## src/rtl/mcpu_pkg.sv

```systemverilog
// Shared constants for the multi-cycle CPU controller: opcodes, FSM state
// encodings, ALU operation codes and small opcode-class helpers.
package mcpu_pkg;

  // Instruction opcodes (bits [31:26] of the instruction register)
  localparam logic [5:0] OP_ADD  = 6'b000000;
  localparam logic [5:0] OP_SUB  = 6'b000001;
  localparam logic [5:0] OP_ADDI = 6'b000010;
  localparam logic [5:0] OP_OR   = 6'b010000;
  localparam logic [5:0] OP_AND  = 6'b010001;
  localparam logic [5:0] OP_ORI  = 6'b010010;
  localparam logic [5:0] OP_SLL  = 6'b011000;
  localparam logic [5:0] OP_SLT  = 6'b100110;
  localparam logic [5:0] OP_SW   = 6'b110000;
  localparam logic [5:0] OP_LW   = 6'b110001;
  localparam logic [5:0] OP_BEQ  = 6'b110100;
  localparam logic [5:0] OP_BNE  = 6'b110101;
  localparam logic [5:0] OP_J    = 6'b111000;
  localparam logic [5:0] OP_JR   = 6'b111001;
  localparam logic [5:0] OP_JAL  = 6'b111010;
  localparam logic [5:0] OP_HALT = 6'b111111;

  // FSM states; the encoding is visible on the debug state port
  typedef enum logic [2:0] {
    S_IF      = 3'b000,
    S_ID      = 3'b001,
    S_EXE_ALU = 3'b010,
    S_EXE_BR  = 3'b011,
    S_EXE_LS  = 3'b100,
    S_MEM     = 3'b101,
    S_WB_ALU  = 3'b110,
    S_WB_LD   = 3'b111
  } state_t;

  // ALU operation codes
  localparam logic [2:0] ALU_ADD = 3'b000;
  localparam logic [2:0] ALU_SUB = 3'b001;
  localparam logic [2:0] ALU_SLL = 3'b010;
  localparam logic [2:0] ALU_OR  = 3'b011;
  localparam logic [2:0] ALU_AND = 3'b100;
  localparam logic [2:0] ALU_SLT = 3'b101;

  // Next-PC source select
  localparam logic [1:0] PCSRC_SEQ  = 2'b00;
  localparam logic [1:0] PCSRC_BR   = 2'b01;
  localparam logic [1:0] PCSRC_JR   = 2'b10;
  localparam logic [1:0] PCSRC_JUMP = 2'b11;

  // Destination register select
  localparam logic [1:0] REGDST_RA = 2'b00;
  localparam logic [1:0] REGDST_RT = 2'b01;
  localparam logic [1:0] REGDST_RD = 2'b10;

  // True for the three unconditional jumps, which retire in ID
  function automatic logic is_jump(input logic [5:0] op);
    return (op == OP_J) || (op == OP_JR) || (op == OP_JAL);
  endfunction

  // True for the two conditional branches
  function automatic logic is_branch(input logic [5:0] op);
    return (op == OP_BEQ) || (op == OP_BNE);
  endfunction

endpackage

```

## src/rtl/ctrl_decode.sv

```systemverilog
// Pure combinational opcode decode for datapath steering fields. Carries no
// state; the FSM in multi_cycle_ctrl gates everything that writes state.
module ctrl_decode
  import mcpu_pkg::*;
(
  input  logic [5:0] opcode,
  output logic [2:0] alu_op,
  output logic       alu_src_a,
  output logic       alu_src_b,
  output logic       ext_sel,
  output logic [1:0] reg_dst,
  output logic       alu_wr
);

  // Opcode -> ALU op, operand selects, extension mode and destination select
  always_comb begin
    alu_op    = ALU_ADD;
    alu_src_a = 1'b0;
    alu_src_b = 1'b0;
    ext_sel   = 1'b1;
    reg_dst   = REGDST_RD;
    alu_wr    = 1'b0;
    case (opcode)
      OP_ADD: begin
        alu_wr = 1'b1;
      end
      OP_SUB: begin
        alu_op = ALU_SUB;
        alu_wr = 1'b1;
      end
      OP_ADDI: begin
        alu_src_b = 1'b1;
        reg_dst   = REGDST_RT;
        alu_wr    = 1'b1;
      end
      OP_OR: begin
        alu_op = ALU_OR;
        alu_wr = 1'b1;
      end
      OP_AND: begin
        alu_op = ALU_AND;
        alu_wr = 1'b1;
      end
      OP_ORI: begin
        alu_op    = ALU_OR;
        alu_src_b = 1'b1;
        ext_sel   = 1'b0;
        reg_dst   = REGDST_RT;
        alu_wr    = 1'b1;
      end
      OP_SLL: begin
        alu_op    = ALU_SLL;
        alu_src_a = 1'b1;
        alu_wr    = 1'b1;
      end
      OP_SLT: begin
        alu_op = ALU_SLT;
        alu_wr = 1'b1;
      end
      OP_SW, OP_LW: begin
        alu_src_b = 1'b1;
        reg_dst   = REGDST_RT;
      end
      OP_BEQ, OP_BNE: begin
        alu_op  = ALU_SUB;
        reg_dst = REGDST_RT;
      end
      OP_JAL: begin
        reg_dst = REGDST_RA;
      end
      default: begin
        // j, jr, halt and undefined opcodes: no register result, add op
        alu_op  = ALU_ADD;
        reg_dst = REGDST_RD;
        alu_wr  = 1'b0;
      end
    endcase
  end

endmodule

```

## src/rtl/multi_cycle_ctrl.sv

```systemverilog
// Multi-cycle CPU controller: instruction FSM plus state-gated write
// enables. Outputs are combinational decodes of (state, opcode, zero).
module multi_cycle_ctrl
  import mcpu_pkg::*;
(
  input  logic       clk,
  input  logic       reset,
  input  logic [5:0] opcode,
  input  logic       zero,
  output logic       PCWre,
  output logic       IRWre,
  output logic       InsMemRW,
  output logic       mRD,
  output logic       mWR,
  output logic       RegWre,
  output logic       ALUSrcA,
  output logic       ALUSrcB,
  output logic       ExtSel,
  output logic       WrRegDSrc,
  output logic [1:0] PCSrc,
  output logic [1:0] RegDst,
  output logic [2:0] ALUOp,
  output logic [2:0] state
);

  state_t state_r;
  state_t next_state_s;

  logic pc_wre_s;
  logic ir_wre_s;
  logic ins_mem_rw_s;
  logic m_rd_s;
  logic m_wr_s;
  logic reg_wre_s;
  logic wr_reg_d_src_s;
  logic branch_taken_s;
  logic alu_wr_s;
  logic [1:0] pc_src_s;

  ctrl_decode u_decode (
    .opcode    (opcode),
    .alu_op    (ALUOp),
    .alu_src_a (ALUSrcA),
    .alu_src_b (ALUSrcB),
    .ext_sel   (ExtSel),
    .reg_dst   (RegDst),
    .alu_wr    (alu_wr_s)
  );

  // State register; reset returns to IF from any state, including halt
  always_ff @(posedge clk) begin
    if (reset) begin
      state_r <= S_IF;
    end else begin
      state_r <= next_state_s;
    end
  end

  // Next-state logic: instruction class selects the path through the FSM
  always_comb begin
    next_state_s = S_IF;
    case (state_r)
      S_IF: next_state_s = S_ID;
      S_ID: begin
        if (is_jump(opcode)) begin
          next_state_s = S_IF;
        end else if (is_branch(opcode)) begin
          next_state_s = S_EXE_BR;
        end else if ((opcode == OP_SW) || (opcode == OP_LW)) begin
          next_state_s = S_EXE_LS;
        end else if (opcode == OP_HALT) begin
          next_state_s = S_ID;
        end else begin
          next_state_s = S_EXE_ALU;
        end
      end
      S_EXE_ALU: next_state_s = S_WB_ALU;
      S_EXE_BR:  next_state_s = S_IF;
      S_EXE_LS:  next_state_s = S_MEM;
      S_MEM: begin
        if (opcode == OP_LW) begin
          next_state_s = S_WB_LD;
        end else begin
          next_state_s = S_IF;
        end
      end
      S_WB_ALU: next_state_s = S_IF;
      S_WB_LD:  next_state_s = S_IF;
      default:  next_state_s = S_IF;
    endcase
  end

  // Output decode: PC is written only in the last cycle of each instruction
  always_comb begin
    pc_wre_s       = 1'b0;
    ir_wre_s       = 1'b0;
    ins_mem_rw_s   = 1'b0;
    m_rd_s         = 1'b0;
    m_wr_s         = 1'b0;
    reg_wre_s      = 1'b0;
    wr_reg_d_src_s = 1'b0;
    branch_taken_s = 1'b0;
    case (state_r)
      S_IF: begin
        ir_wre_s     = 1'b1;
        ins_mem_rw_s = 1'b1;
      end
      S_ID: begin
        pc_wre_s  = is_jump(opcode);
        reg_wre_s = (opcode == OP_JAL);
      end
      S_EXE_BR: begin
        pc_wre_s       = 1'b1;
        branch_taken_s = ((opcode == OP_BEQ) && zero) ||
                         ((opcode == OP_BNE) && !zero);
      end
      S_MEM: begin
        m_rd_s   = (opcode == OP_LW);
        m_wr_s   = (opcode == OP_SW);
        // anything that does not continue to WB_LD retires here
        pc_wre_s = (opcode != OP_LW);
      end
      S_WB_ALU: begin
        pc_wre_s  = 1'b1;
        // undefined opcodes pass through as a NOP without a register write
        reg_wre_s = alu_wr_s;
      end
      S_WB_LD: begin
        pc_wre_s       = 1'b1;
        reg_wre_s      = 1'b1;
        wr_reg_d_src_s = 1'b1;
      end
      default: begin
        pc_wre_s = 1'b0;
      end
    endcase
  end

  // Next-PC source select
  always_comb begin
    pc_src_s = PCSRC_SEQ;
    if (opcode == OP_JR) begin
      pc_src_s = PCSRC_JR;
    end else if ((opcode == OP_J) || (opcode == OP_JAL)) begin
      pc_src_s = PCSRC_JUMP;
    end else if (branch_taken_s) begin
      pc_src_s = PCSRC_BR;
    end else begin
      pc_src_s = PCSRC_SEQ;
    end
  end

  // State-changing enables are suppressed combinationally while reset is high
  assign PCWre     = pc_wre_s  & ~reset;
  assign IRWre     = ir_wre_s  & ~reset;
  assign RegWre    = reg_wre_s & ~reset;
  assign mRD       = m_rd_s    & ~reset;
  assign mWR       = m_wr_s    & ~reset;
  assign InsMemRW  = ins_mem_rw_s;
  assign WrRegDSrc = wr_reg_d_src_s;
  assign PCSrc     = pc_src_s;
  assign state     = state_r;

endmodule

```

## config.mk

```make
export PLATFORM = sky130hd
export DESIGN_NAME = multi_cycle_ctrl
export DESIGN_NICKNAME = d
export VERILOG_FILES = /design/src/rtl/mcpu_pkg.sv /design/src/rtl/ctrl_decode.sv /design/src/rtl/multi_cycle_ctrl.sv
export SDC_FILE = /design/constraint.sdc
export NUM_CORES = 1
export LEC_CHECK = 0
export CAP_MARGIN = 20
export CORE_MARGIN = 2
export CORE_UTILIZATION = 35
export DETAILED_ROUTE_END_ITERATION = 7
export MAX_ROUTING_LAYER = met4
export PLACE_DENSITY_LB_ADDON = 0.05
export SYNTH_ARGS = -nofsm -noshare
export SYNTH_HDL_FRONTEND = slang
export SYNTH_SLANG_ARGS = --single-unit
```

## constraint.sdc

```tcl
create_clock -name clk -period 1.84 [get_ports clk]
set_input_delay 0.46 -clock clk [delete_from_list [all_inputs] [get_ports clk]]
set_output_delay 0.46 -clock clk [all_outputs]
set_load 0.01 [all_outputs]
```

* Yosys cells after proc, flatten, opt, wreduce, memory -nomap -nowiden
Cells that the tools add are included.
** Storage, ports and cells
- Flip-flop bits (word level) :: 3
- Output and inout port bits :: 20
** Operators by class
- Bitwise operators :: 6
- Reduce and logical (&&, ||, !) cells :: 17
- Equality and inequality tests :: 23
- Muxes and demuxes :: 22
** Operators by type and width (count)
- equality test 6 bit, second input constant :: 9
- equality test 6 x 5 -> 1 bit, second input constant :: 4
- case mux 3 bit (6 select lines) :: 1
- case mux 3 bit (5 select lines) :: 1
- equality test 3 bit, second input constant :: 4
- two-way mux 3 bit :: 4
- two-way mux 1 bit :: 10
- OR reduction 8 bit :: 1
- equality test 3 x 2 -> 1 bit, second input constant :: 2
- equality test 6 x 1 -> 1 bit, second input constant :: 1
- equality test 6 x 2 -> 1 bit, second input constant :: 1
- zero test 6 bit :: 1
- logical OR 1 bit :: 6
- two-way mux 2 bit :: 3
- inequality test 6 bit, second input constant :: 1
- case mux 1 bit (3 select lines) :: 2
- OR reduction 3 bit :: 2
- OR reduction 6 bit :: 1
- AND 1 bit :: 5
- case mux 2 bit (2 select lines) :: 1
- OR reduction 4 bit :: 1
- equality test 3 x 1 -> 1 bit, second input constant :: 1
- zero test 3 bit :: 1
- logical AND 1 bit :: 2
- 3 further kinds :: 3

* Depth between registers and ports, before layout
Gate-level depths: netlist of run 1.
- Word-level depth :: 7
- Depth in mapped cells :: 6
- Depth with buffers taken out :: 4

* Modules after synthesis
From an unflattened synthesis of run 1, not the netlist that was laid out.
** Second synthesis, totals
- Cells, all modules :: 84
- Area total of the unflattened synthesis :: 680.7 um2
** By module, submodules not included
- multi_cycle_ctrl :: times used 1, cells each 51, area each 452.9 um2
- ctrl_decode :: times used 1, cells each 33, area each 227.7 um2

* Worst setup path after synthesis of run 1
OpenSTA, ideal clock, no wires.
- Path kind :: input-to-output
- From :: input port opcode[4]
- To :: output port PCWre
- Stages on the path :: 5
- Data arrival time :: 1.645 ns
- Buffers on the path :: 1
- Path slack :: -0.265 ns
- Path through :: clkbuf_1 nand4b_1 a21oi_1 nor3_1 nor4_1
** On the way
- Word-level cells in the longest chain between the ends :: 5
** RTL lines
- from (decl) :: line multi_cycle_ctrl.sv:8 : input logic [5:0] opcode,
- equality test 6 bit :: line mcpu_pkg.sv:56 : return (op == OP_J) || (op == OP_JR) || (op == OP_JAL);
- logical OR 1 bit (2 in a row) :: line mcpu_pkg.sv:56
- case mux 1 bit (3 select lines) (*) :: line multi_cycle_ctrl.sv:103 : case (state_r)
- AND 1 bit (*) :: line multi_cycle_ctrl.sv:154 : assign PCWre = pc_wre_s & ~reset;
- to (decl) :: line multi_cycle_ctrl.sv:10 : output logic PCWre,
Mark *: on every way between the ends. The rest lies on a longest branch, timed or not.

* Worst setup path in the final report of run 1
- From :: input port opcode[3]
- To :: output port PCSrc[0]
** On the way
- Word-level cells in the longest chain between the ends :: 7
** RTL lines
- equality test 6 bit, on equally long branches :: line multi_cycle_ctrl.sv:114, multi_cycle_ctrl.sv:115
- logical AND 1 bit, on equally long branches :: line multi_cycle_ctrl.sv:114, multi_cycle_ctrl.sv:115
- logical OR 1 bit :: line multi_cycle_ctrl.sv:114 : branch_taken_s = ((opcode == OP_BEQ) && zero) ||
- two-way mux 1 bit :: line multi_cycle_ctrl.sv:103
- two-way mux 1 bit :: line multi_cycle_ctrl.sv:146 : end else if (branch_taken_s) begin
- two-way mux 2 bit :: line multi_cycle_ctrl.sv:144 : end else if ((opcode == OP_J) || (opcode == OP_JAL)) begin
- two-way mux 2 bit (*) :: line multi_cycle_ctrl.sv:142 : if (opcode == OP_JR) begin
- to (decl) :: line multi_cycle_ctrl.sv:20 : output logic [1:0] PCSrc,
Marks and branches as above.

==> results of run 1 <==
[cell type report]
cell class              count  area (um2)  share of cell area [%]
clock buffers               4        26.3                    1.97
flip-flops and latches      3        61.3                    4.59
repair buffers             73         584                    43.7
well taps                  16        20.0                    1.50
multi-input cells          72         644                    48.2
[power by group through the flow]
stage / clock [uW] / combinational, uW / sequential [uW]
floorplan: 0 / 170 / 95.9
global placement: 0 / 367 / 97.3
detailed placement: 0 / 373 / 98.2
CTS: 120 / 385 / 98.1
global route: 123 / 471 / 103
finish: 115 / 452 / 101
[kinds of logic after synthesis]
| logic type | after synthesis | share of synthesized area, % |
|---|---|---|
| buffers and inverters | 11 | 7.51 |
| AO/OA/AOI/OAI | 22 | 29.4 |
| flip-flops | 3 | 10.6 |
| AND/OR/NAND/NOR | 50 | 52.5 |
[per-stage QoR]
step | cells | worst slack [ps] | util (%) | cell area, um2 | TNS (ps)
global route | 168 | -386 | 88.7 | 1340 | -2390
global placement | 151 | -1060 | 73.3 | 1100 | -14080
detailed placement | 151 | -1080 | 73.3 | 1100 | -14190
finish | 168 | -339 | 88.7 | 1340 | -1810
CTS | 165 | -316 | 80.5 | 1210 | -2710
floorplan | 86 | -83.8 | - | 616 | -164
[per-layer routing]
layer  global-route usage, %  wire, um  part of all wire [%]
met1                    34.4      1270                    41
met2                    45.9      1510                    49
met3                    4.08       219                   7.1
met4                    11.5        81                   2.6
met5                       -         0                     0
[final timing paths]
check        endpoint  slack [ps]  cells after the start
max          PCSrc[0]        -340                      7
min          state[2]         700                      4
max reg2reg  state[0]         130                      8
min reg2reg  state[2]         700                      4
[placed cells by master, fill, tap and decap left out, types with 2 or more instances in the layout]
| cell | Yosys | routed |
|---|---|---|
| a2111oi_1 | 0 | 2 |
| a2111oi_4 | 0 | 2 |
| a21oi_2 | 1 | 3 |
| and3_1 | 2 | 2 |
| buf_2 | 1 | 14 |
| buf_4 | 0 | 37 |
| buf_6 | 0 | 11 |
| buf_8 | 0 | 2 |
| clkbuf_4 | 0 | 3 |
| clkdlybuf4s50_1 | 0 | 4 |
| dfxtp_1 | 3 | 2 |
| dlygate4sd2_1 | 0 | 3 |
| nand2_1 | 5 | 3 |
| nand2_2 | 0 | 2 |
| nand2b_1 | 8 | 5 |
| nand2b_4 | 0 | 3 |
| nand4b_1 | 3 | 3 |
| nor2_1 | 10 | 6 |
| nor2_2 | 0 | 3 |
| nor3_1 | 5 | 5 |
| nor4_2 | 0 | 4 |
| o21ai_1 | 2 | 2 |
| or3_4 | 0 | 2 |
[worst reg2reg max path: stages, from the launching register on]
cell and delay (ps):
dfxtp_1 340, nand4b_1 230, buf_4 170, buf_4 120, buf_4 120, buf_4 120
buf_4 130, a2111oi_4 270, or3_1 150
[timing repair]
action	4_1_cts	5_1_grt
endpoints found under the setup margin	19	16
cloned	1	0
setup buffers	9	4
gates resized for setup	100	38
pin swaps	7	10
==> metrics, run 1 <==
Total Routing Usage GR=28.1%; top-area cell type share of the netlist area=10.6%; final hold viol count=0; Crit Path Max Fanout=4; worst skew pair latency=230 ps; Cell Area, Synth=567 um2; Routed WL=3080 um; Net Sw Frac=41.0%; part of the power in registers=15.1%; wire per inst=18.3 um; antenna violations before repair=0; Hold Path Origin=state[2]; Final #Nets=162; top cells by area, synth=dfxtp_1 11%, nand2b_1 8.8%, clkbuf_1 6.6%; YS warnings=0; largest net degree at the start of global routing=11; TritonCTS Sinks=3; critical path's top delay family=buffers and inverters; Max Root-Sink Buffers=2; Ports=29; Detailed Place HPWL=1540 um; syn nets=95; Die W=44.2 um; Worst setup EP type=primary output; Synth async-reset ratio=0%; setup ws final=-339 ps; number of buffers added on ports=28; flops & latches, synth=3; # DRC=0; Clk Tree Root Cell=clkbuf_4; cell row count=14; failing checks=setup timing; ys flop type=dfxtp_1; post-route clock period utilization=118%; post-route ant nets=0; Int Pwr=394 uW; Worst setup startpoint=opcode[3]; type of the worst setup path=in -> out; initial core utilization=37.6%; hold_buf cts=0; Relative slew margins=73.4%; Worst EP required=1380 ps; vias=1029; Power per Cell Area=500 mW/mm2; final slew viol count=0; Highest Clock Rate=459 MHz; GP Congestion=0.814; status=complete, but fails checks; vias in the first global route=957; RSZ-0062 raised after global routing=yes; max FFs per register=3; ANT cells=0; share of layout cells above drive strength 1=65.1%; Fin Hold WS=704 ps; die area=0.00196 mm2; peak supply drop=0.593 mV; worst path arrival time=1720 ps; fillers=84; MaxCap Viol Count=0; crit path launch type=input port; Synth top cells by count=10 x clkbuf_1, 10 x nor2_1, 8 x nand2b_1; RR Startpoint=state[2]; max incr delay on CP=380 ps; Worst-path clk slew=40 ps; switching pwr=274 uW; leakage=0.000576 uW; CORE AREA=0.00151 mm2; Crit-path slowest cell=a2111o_1; post-layout minimum cycle time=2180 ps; Slew @ Worst Pin=398 ps; global-route wire length before repair=4070 um; # setup viols final=10; clock skew=1.38 ps; initial DRC count=28; post-synthesis cell count=86; CTS tree=built; crit-path cells=buf_6, or2_4, buf_4, buf_6, a2111o_1, o21ai_1, buf_2; Initial DRT Pass Iterations=4; total CTS buffers=3; Crit path top cell by count=buf_6; worst hold path type=reg -> reg; CP bufs+invs=4; Syn Area/Cell=6.59 um2; Comb power frac=67.7%; Clk network pwr share=17.3%; Netlist cell types=34; area grow syn2layout=136%; grt ovf=0; total power=668 uW; vias per std cell=6.13; top cell type by total area after synthesis=dfxtp_1; CTS H-tree depth=1; post-synthesis sequential area ratio=10.6%; EDFF count, synth=0; die height=44.2 um
(Power assumes the default switching activity.)
==> inputs of run 2 (changes only) <==
- CORE_UTILIZATION: 35 -> 38
- SYNTH_HIERARCHICAL: unset -> 1
==> run 2 against run 1 <==
  * The flow still finishes with violations (setup timing)
  * Flip-flop and latch count unchanged
  * Routed wire length shrank 24%
  * Via count shrank 11%
  * Sequential share of layout area up 0.25 points
  * Clock skew rose by 1.8 ps
==> metrics, run 2 <==
status=complete, but fails checks; failing checks=setup timing; Net Sw Frac=38.7%; RSZ-0062 raised after global routing=yes; Int Pwr=355 uW; syn nets=93; wire per inst=13.8 um; setup ws final=-54.2 ps; cell row count=15; post-route clock period utilization=103%; Power per Cell Area=457 mW/mm2; post-synthesis cell count=84; vias per std cell=5.40; most frequent cells in the layout=30 x buf_4, 10 x buf_2, 9 x buf_6, 9 x dlygate4sd2_1, 6 x nor2_1; Synth top cells by count=6 x nor2_1, 4 x and3_1, 4 x nand2_1; Crit Path Max Fanout=7; part of the power in registers=15.1%; GRT Max-Usage Layer=met2; Worst-path clk slew=40 ps; Worst EP required=1380 ps; Initial DRT Pass Iterations=4; commonest non-fill, non-tap cell in the layout=buf_4; Total Routing Usage GR=24.1%; top-area cell type share of the netlist area=8.82%; worst hold path type=in -> reg; Ports=29; max FFs per register=3; TritonCTS Sinks=3; final hold viol count=0; GP Congestion=0.867; # setup viols final=5; type of the worst setup path=in -> out; ys flop type=dfxtp_1; vias=918; Detailed Place HPWL=1640 um; initial DRC count=22; ANT cells=0; clock skew=3.14 ps; post-layout minimum cycle time=1890 ps; Highest Clock Rate=528 MHz; share of layout cells above drive strength 1=57.2%; global-route wire length before repair=3660 um; Crit-path slowest cell=and4bb_4; die area=0.00215 mm2; Relative slew margins=79.7%; antenna violations before repair=0; Die W=46.3 um; MaxCap Viol Count=0; met1 Usage GRT=33.3%; Clk network pwr share=21.3%; post-synthesis sequential area ratio=8.82%; number of buffers added on ports=28; max incr delay on CP=250 ps; Slew @ Worst Pin=304 ps; DP Worst Slack=-966 ps; top cell type by total area after synthesis=dfxtp_1; total power=579 uW; CTS tree=built; CP bufs+invs=3; met3 usage=2.75%; YS warnings=6; fillers=134; die height=46.3 um; Comb power frac=63.6%; grt ovf=0; Routed WL=2350 um; leakage=0.000588 uW; top cells by area, synth=dfxtp_1 8.8%, nor4b_2 6.6%, buf_6 5.0%; flops & latches, synth=3; CORE AREA=0.00171 mm2; worst path arrival time=1430 ps; post-route ant nets=0; met2 usage=36.4%; Cell Area, Synth=681 um2; critical path's top delay family=simple AND/OR/NAND/NOR gates; area of the multi-input gates=611 um2; EDFF count, synth=0; switching pwr=224 uW; Netlist cell types=47; final slew viol count=0; count leader, synth=nor2_1; total CTS buffers=3; Worst setup EP type=primary output; peak supply drop=0.443 mV; vias in the first global route=820; largest net degree at the start of global routing=11; worst skew pair latency=240 ps; Clk Tree Root Cell=clkbuf_4; Max Root-Sink Buffers=2; area grow syn2layout=86.0%; Synth async-reset ratio=0%; crit path launch type=input port; final core occ=74.1%; hold_buf cts=0; crit-path cells=buf_8, and4bb_4, buf_6, a21oi_4, nor4b_2, buf_2; CTS H-tree depth=1; Reg area=61.3 um2; Final #Nets=155; initial core utilization=39.9%; # DRC=0; Syn Area/Cell=8.10 um2
[run 2: cell types whose count changed in the layout (fill, tap and decap cells not counted), moves of 3 or more]
cell / delta
a21oi_2: -3
and2b_2: +3
buf_2: -4
buf_4: -7
clkdlybuf4s50_1: -3
dlygate4sd2_1: +6
nand2b_1: -5
nand2b_4: -3
nand4_1: +3
nand4b_1: -3
nor2_2: -3
nor4_2: -4
[run 2: path summary, 6_finish.rpt]
check	start	to	slack (ps)	cells after the start
min	opcode[2]	state[0]	680	4
max reg2reg	state[2]	state[2]	580	5
min reg2reg	state[1]	state[2]	690	3
max	opcode[1]	PCWre	-50	6
[run 2: power groups by stage]
stage,Clock [uW],Sequential [uW],Combinational [uW]
floorplan,0,94.8,169
global placement,0,86.0,334
detailed placement,0,86.2,340
CTS,130,87.5,355
global route,135,88.1,396
finish,123,87.6,368
[run 2: tightest hold or removal path, stage by stage]
cell and delay (ps):
buf_6 110, buf_4 140, nand4_1 70, o22ai_1 70
[run 2: what timing repair did]
| item | CTS | global route |
|---|---|---|
| gates resized for setup | 103 | 10 |
| hold endpoints to repair | 0 | 0 |
| buffers inserted | 3 | 3 |
| pin swaps | 7 | 9 |
| endpoints found under the setup margin | 19 | 9 |
[run 2: layout make-up]
class | count | share of cell area (%)
clock buffer | 4 | 2.08
inverter | 3 | 0.889
multi-input combinational | 71 | 48.2
sequential | 3 | 4.84
tap | 25 | 2.47
timing repair buffer | 64 | 41.5
[run 2: metal layers]
| metal | vias to the layer above | routed length [um] | part of all wire [%] |
|---|---|---|---|
| li1 | 454 | - | - |
| met1 | 440 | 1140 | 49 |
| met2 | 22 | 1130 | 48 |
| met3 | 2 | 67 | 2.9 |
| met4 | 0 | 14 | 0.60 |
| met5 | - | 0 | 0 |
[run 2: cells by family after synthesis]
family,synth area share [%]
AO/OA/AOI/OAI,25.4
buffers and inverters,10.7
flip-flops,8.82
multiplexers,3.12
AND/OR/NAND/NOR,52.0
[run 2: through the flow]
stage	TNS (ps)	area, um2	instances	hold slack [ps]
2_1_floorplan	0	681	84	614
3_3_place_gp	-11560	1160	160	715
3_5_place_dp	-11940	1160	160	714
4_1_cts	-153	1230	167	649
5_1_grt	-345	1270	170	692
6_report	-113	1270	170	675
==> variant (flow settings as in run 2) <==
Add an input register stage for `zero`, without a reset; this delays it by one clock. The other inputs are not delayed to match. Comments in the files are not updated.
--- a/src/rtl/multi_cycle_ctrl.sv
+++ b/src/rtl/multi_cycle_ctrl.sv
@@ -24,2 +24,8 @@
 );
+
+  logic zero_q;
+
+  always_ff @(posedge clk) begin
+    zero_q <= zero;
+  end
 
@@ -113,4 +119,4 @@
         pc_wre_s       = 1'b1;
-        branch_taken_s = ((opcode == OP_BEQ) && zero) ||
-                         ((opcode == OP_BNE) && !zero);
+        branch_taken_s = ((opcode == OP_BEQ) && zero_q) ||
+                         ((opcode == OP_BNE) && !zero_q);
       end
Function: changed (a bounded check fails within 4 cycles, from zero or initial values and one cycle with reset high).
==> variant against run 2 <==
The flow still finishes with violations (setup timing). Utilization rose by 3.5 points. Power fell by 6.2%. Combinational power fell by 14%. Sequential cell count rose by 1. Non-clock buffer count rose by 11. Synthesized area fell by 2.9%. Setup slack got worse by 0.032 ns. Clock skew fell by 0.0021 ns. Routed wire length rose by 2.9%. Final area rose by 2.4%. Sequential share of layout area rose by 2.0 points.
==> variant: results (changes against run 2) <==
outcome = finished, violations left
failing checks = setup timing
share of layout cells above drive strength 1 = 57.5% (+0.26 points)
wl on met1 = 1.15 mm (+0.79%)
Synth top area share = 12.1% (+3.3 points)
number of global-route vias before repair = 870 (+6.1%)
switch share = 35.4% (-3.4 points)
static leakage = 0.000622 uW (+5.7%)
Starting DRT DRC Count = 32 (+45%)
# setup viols final = 8 (+3)
Worst VDD drop = 0.529 mV (+20%)
routed wire length on met3 = 117 um (+75%)
setup ws final = -0.0865 ns (-0.0323 ns)
slowest CP cell = and2b_1
Netlist cell types = 41 (-13%)
share of the yosys chip area belonging to registers = 12.1% (+3.3 points)
uppermost layer routed = met3
first-pass GRT wire length = 3.84 mm (+4.9%)
Vias/cell = 5.41 (+0.23%)
critical path arrival = 1.47 ns (+0.04 ns)
worst hold path class = register to register
Worst Hold Launch = state[1]
met2 WL = 1.15 mm (+2.3%)
crit path launch = opcode[4]
Max stage delay on crit path = 0.17 ns (-0.08 ns)
family with the most delay on the worst path = compound AO/OA/AOI/OAI gates
GP Congestion = 0.895 (+3.2%)
largest net degree at the start of global routing = 14 (+3)
Post-layout nets = 171 (+10%)
most frequent cells after synthesis = buf_4, nand2_1, inv_1, nand4_1
Post-DP Area = 1160 um^2 (+0.65%)
Fill cells = 120 (-10%)
Worst Max-Slew Pin Slew = 0.256 ns (-0.0473 ns)
setup TNS = -0.367 ns (-0.254 ns)
GRT Total Usage = 25.1% (+1.0 points)
Avg WL per Cell = 13.7 um (-1.1%)
skew final = 0.00104 ns (-0.00210 ns)
variant: path summary, 6_finish.rpt:
path,end,slack (ns),cells after the start
max,RegWre,-0.09,8
min,state[0],0.52,1
max reg2reg,state[1],0.57,5
min reg2reg,state[0],0.52,1
variant: area by class of cell:
type | count | area share (%)
Clock buffer | 3 | 1.74
Timing Repair Buffer | 75 | 45.5
Multi-Input combinational cell | 72 | 42.6
Sequential cell | 4 | 6.85
Tap cell | 17 | 1.64
Inverter | 6 | 1.74
variant: per-layer routing:
metal  vias up  GRT usage (%)
met3         0           3.57
met2        32           40.6
li1        487              -
met1       439           35.2
met4         0          0.571
met5         -              -
variant: what timing repair did:
item	CTS	global route
gates resized for setup	104	18
setup endpoints to repair	19	14
pin swaps	13	8
setup buffers	9	2
variant: stage by stage:
step	worst slack (ns)	instances	util, %
after floorplan	0.0640	91	-
after global placement	-0.904	163	69.7
after detailed placement	-0.928	163	69.7
after CTS	-0.116	175	74.9
after global routing	-0.188	177	77.6
final	-0.0865	177	77.6
variant: power groups by stage:
stage	combinational (uW)	clock (uW)	sequential, uW
final	317	108	119
after global routing	339	121	121
after CTS	301	111	118
after detailed placement	290	0	115
after global placement	287	0	116
after floorplan	132	0	111
variant: logic make-up (layout without fill, tap and decap cells):
| kind of cell | after synthesis | in the layout | share of synthesized area [%] |
|---|---|---|---|
| DFF | 4 | 4 | 12.1 |
| xor gates and xnor gates | 2 | 2 | 2.65 |
| muxes | 1 | 1 | 1.52 |
| buffers and inverters | 15 | 84 | 13.8 |
| AOI/OAI and AO/OA | 26 | 26 | 29.7 |
| and+or+nand+nor | 43 | 43 | 40.2 |
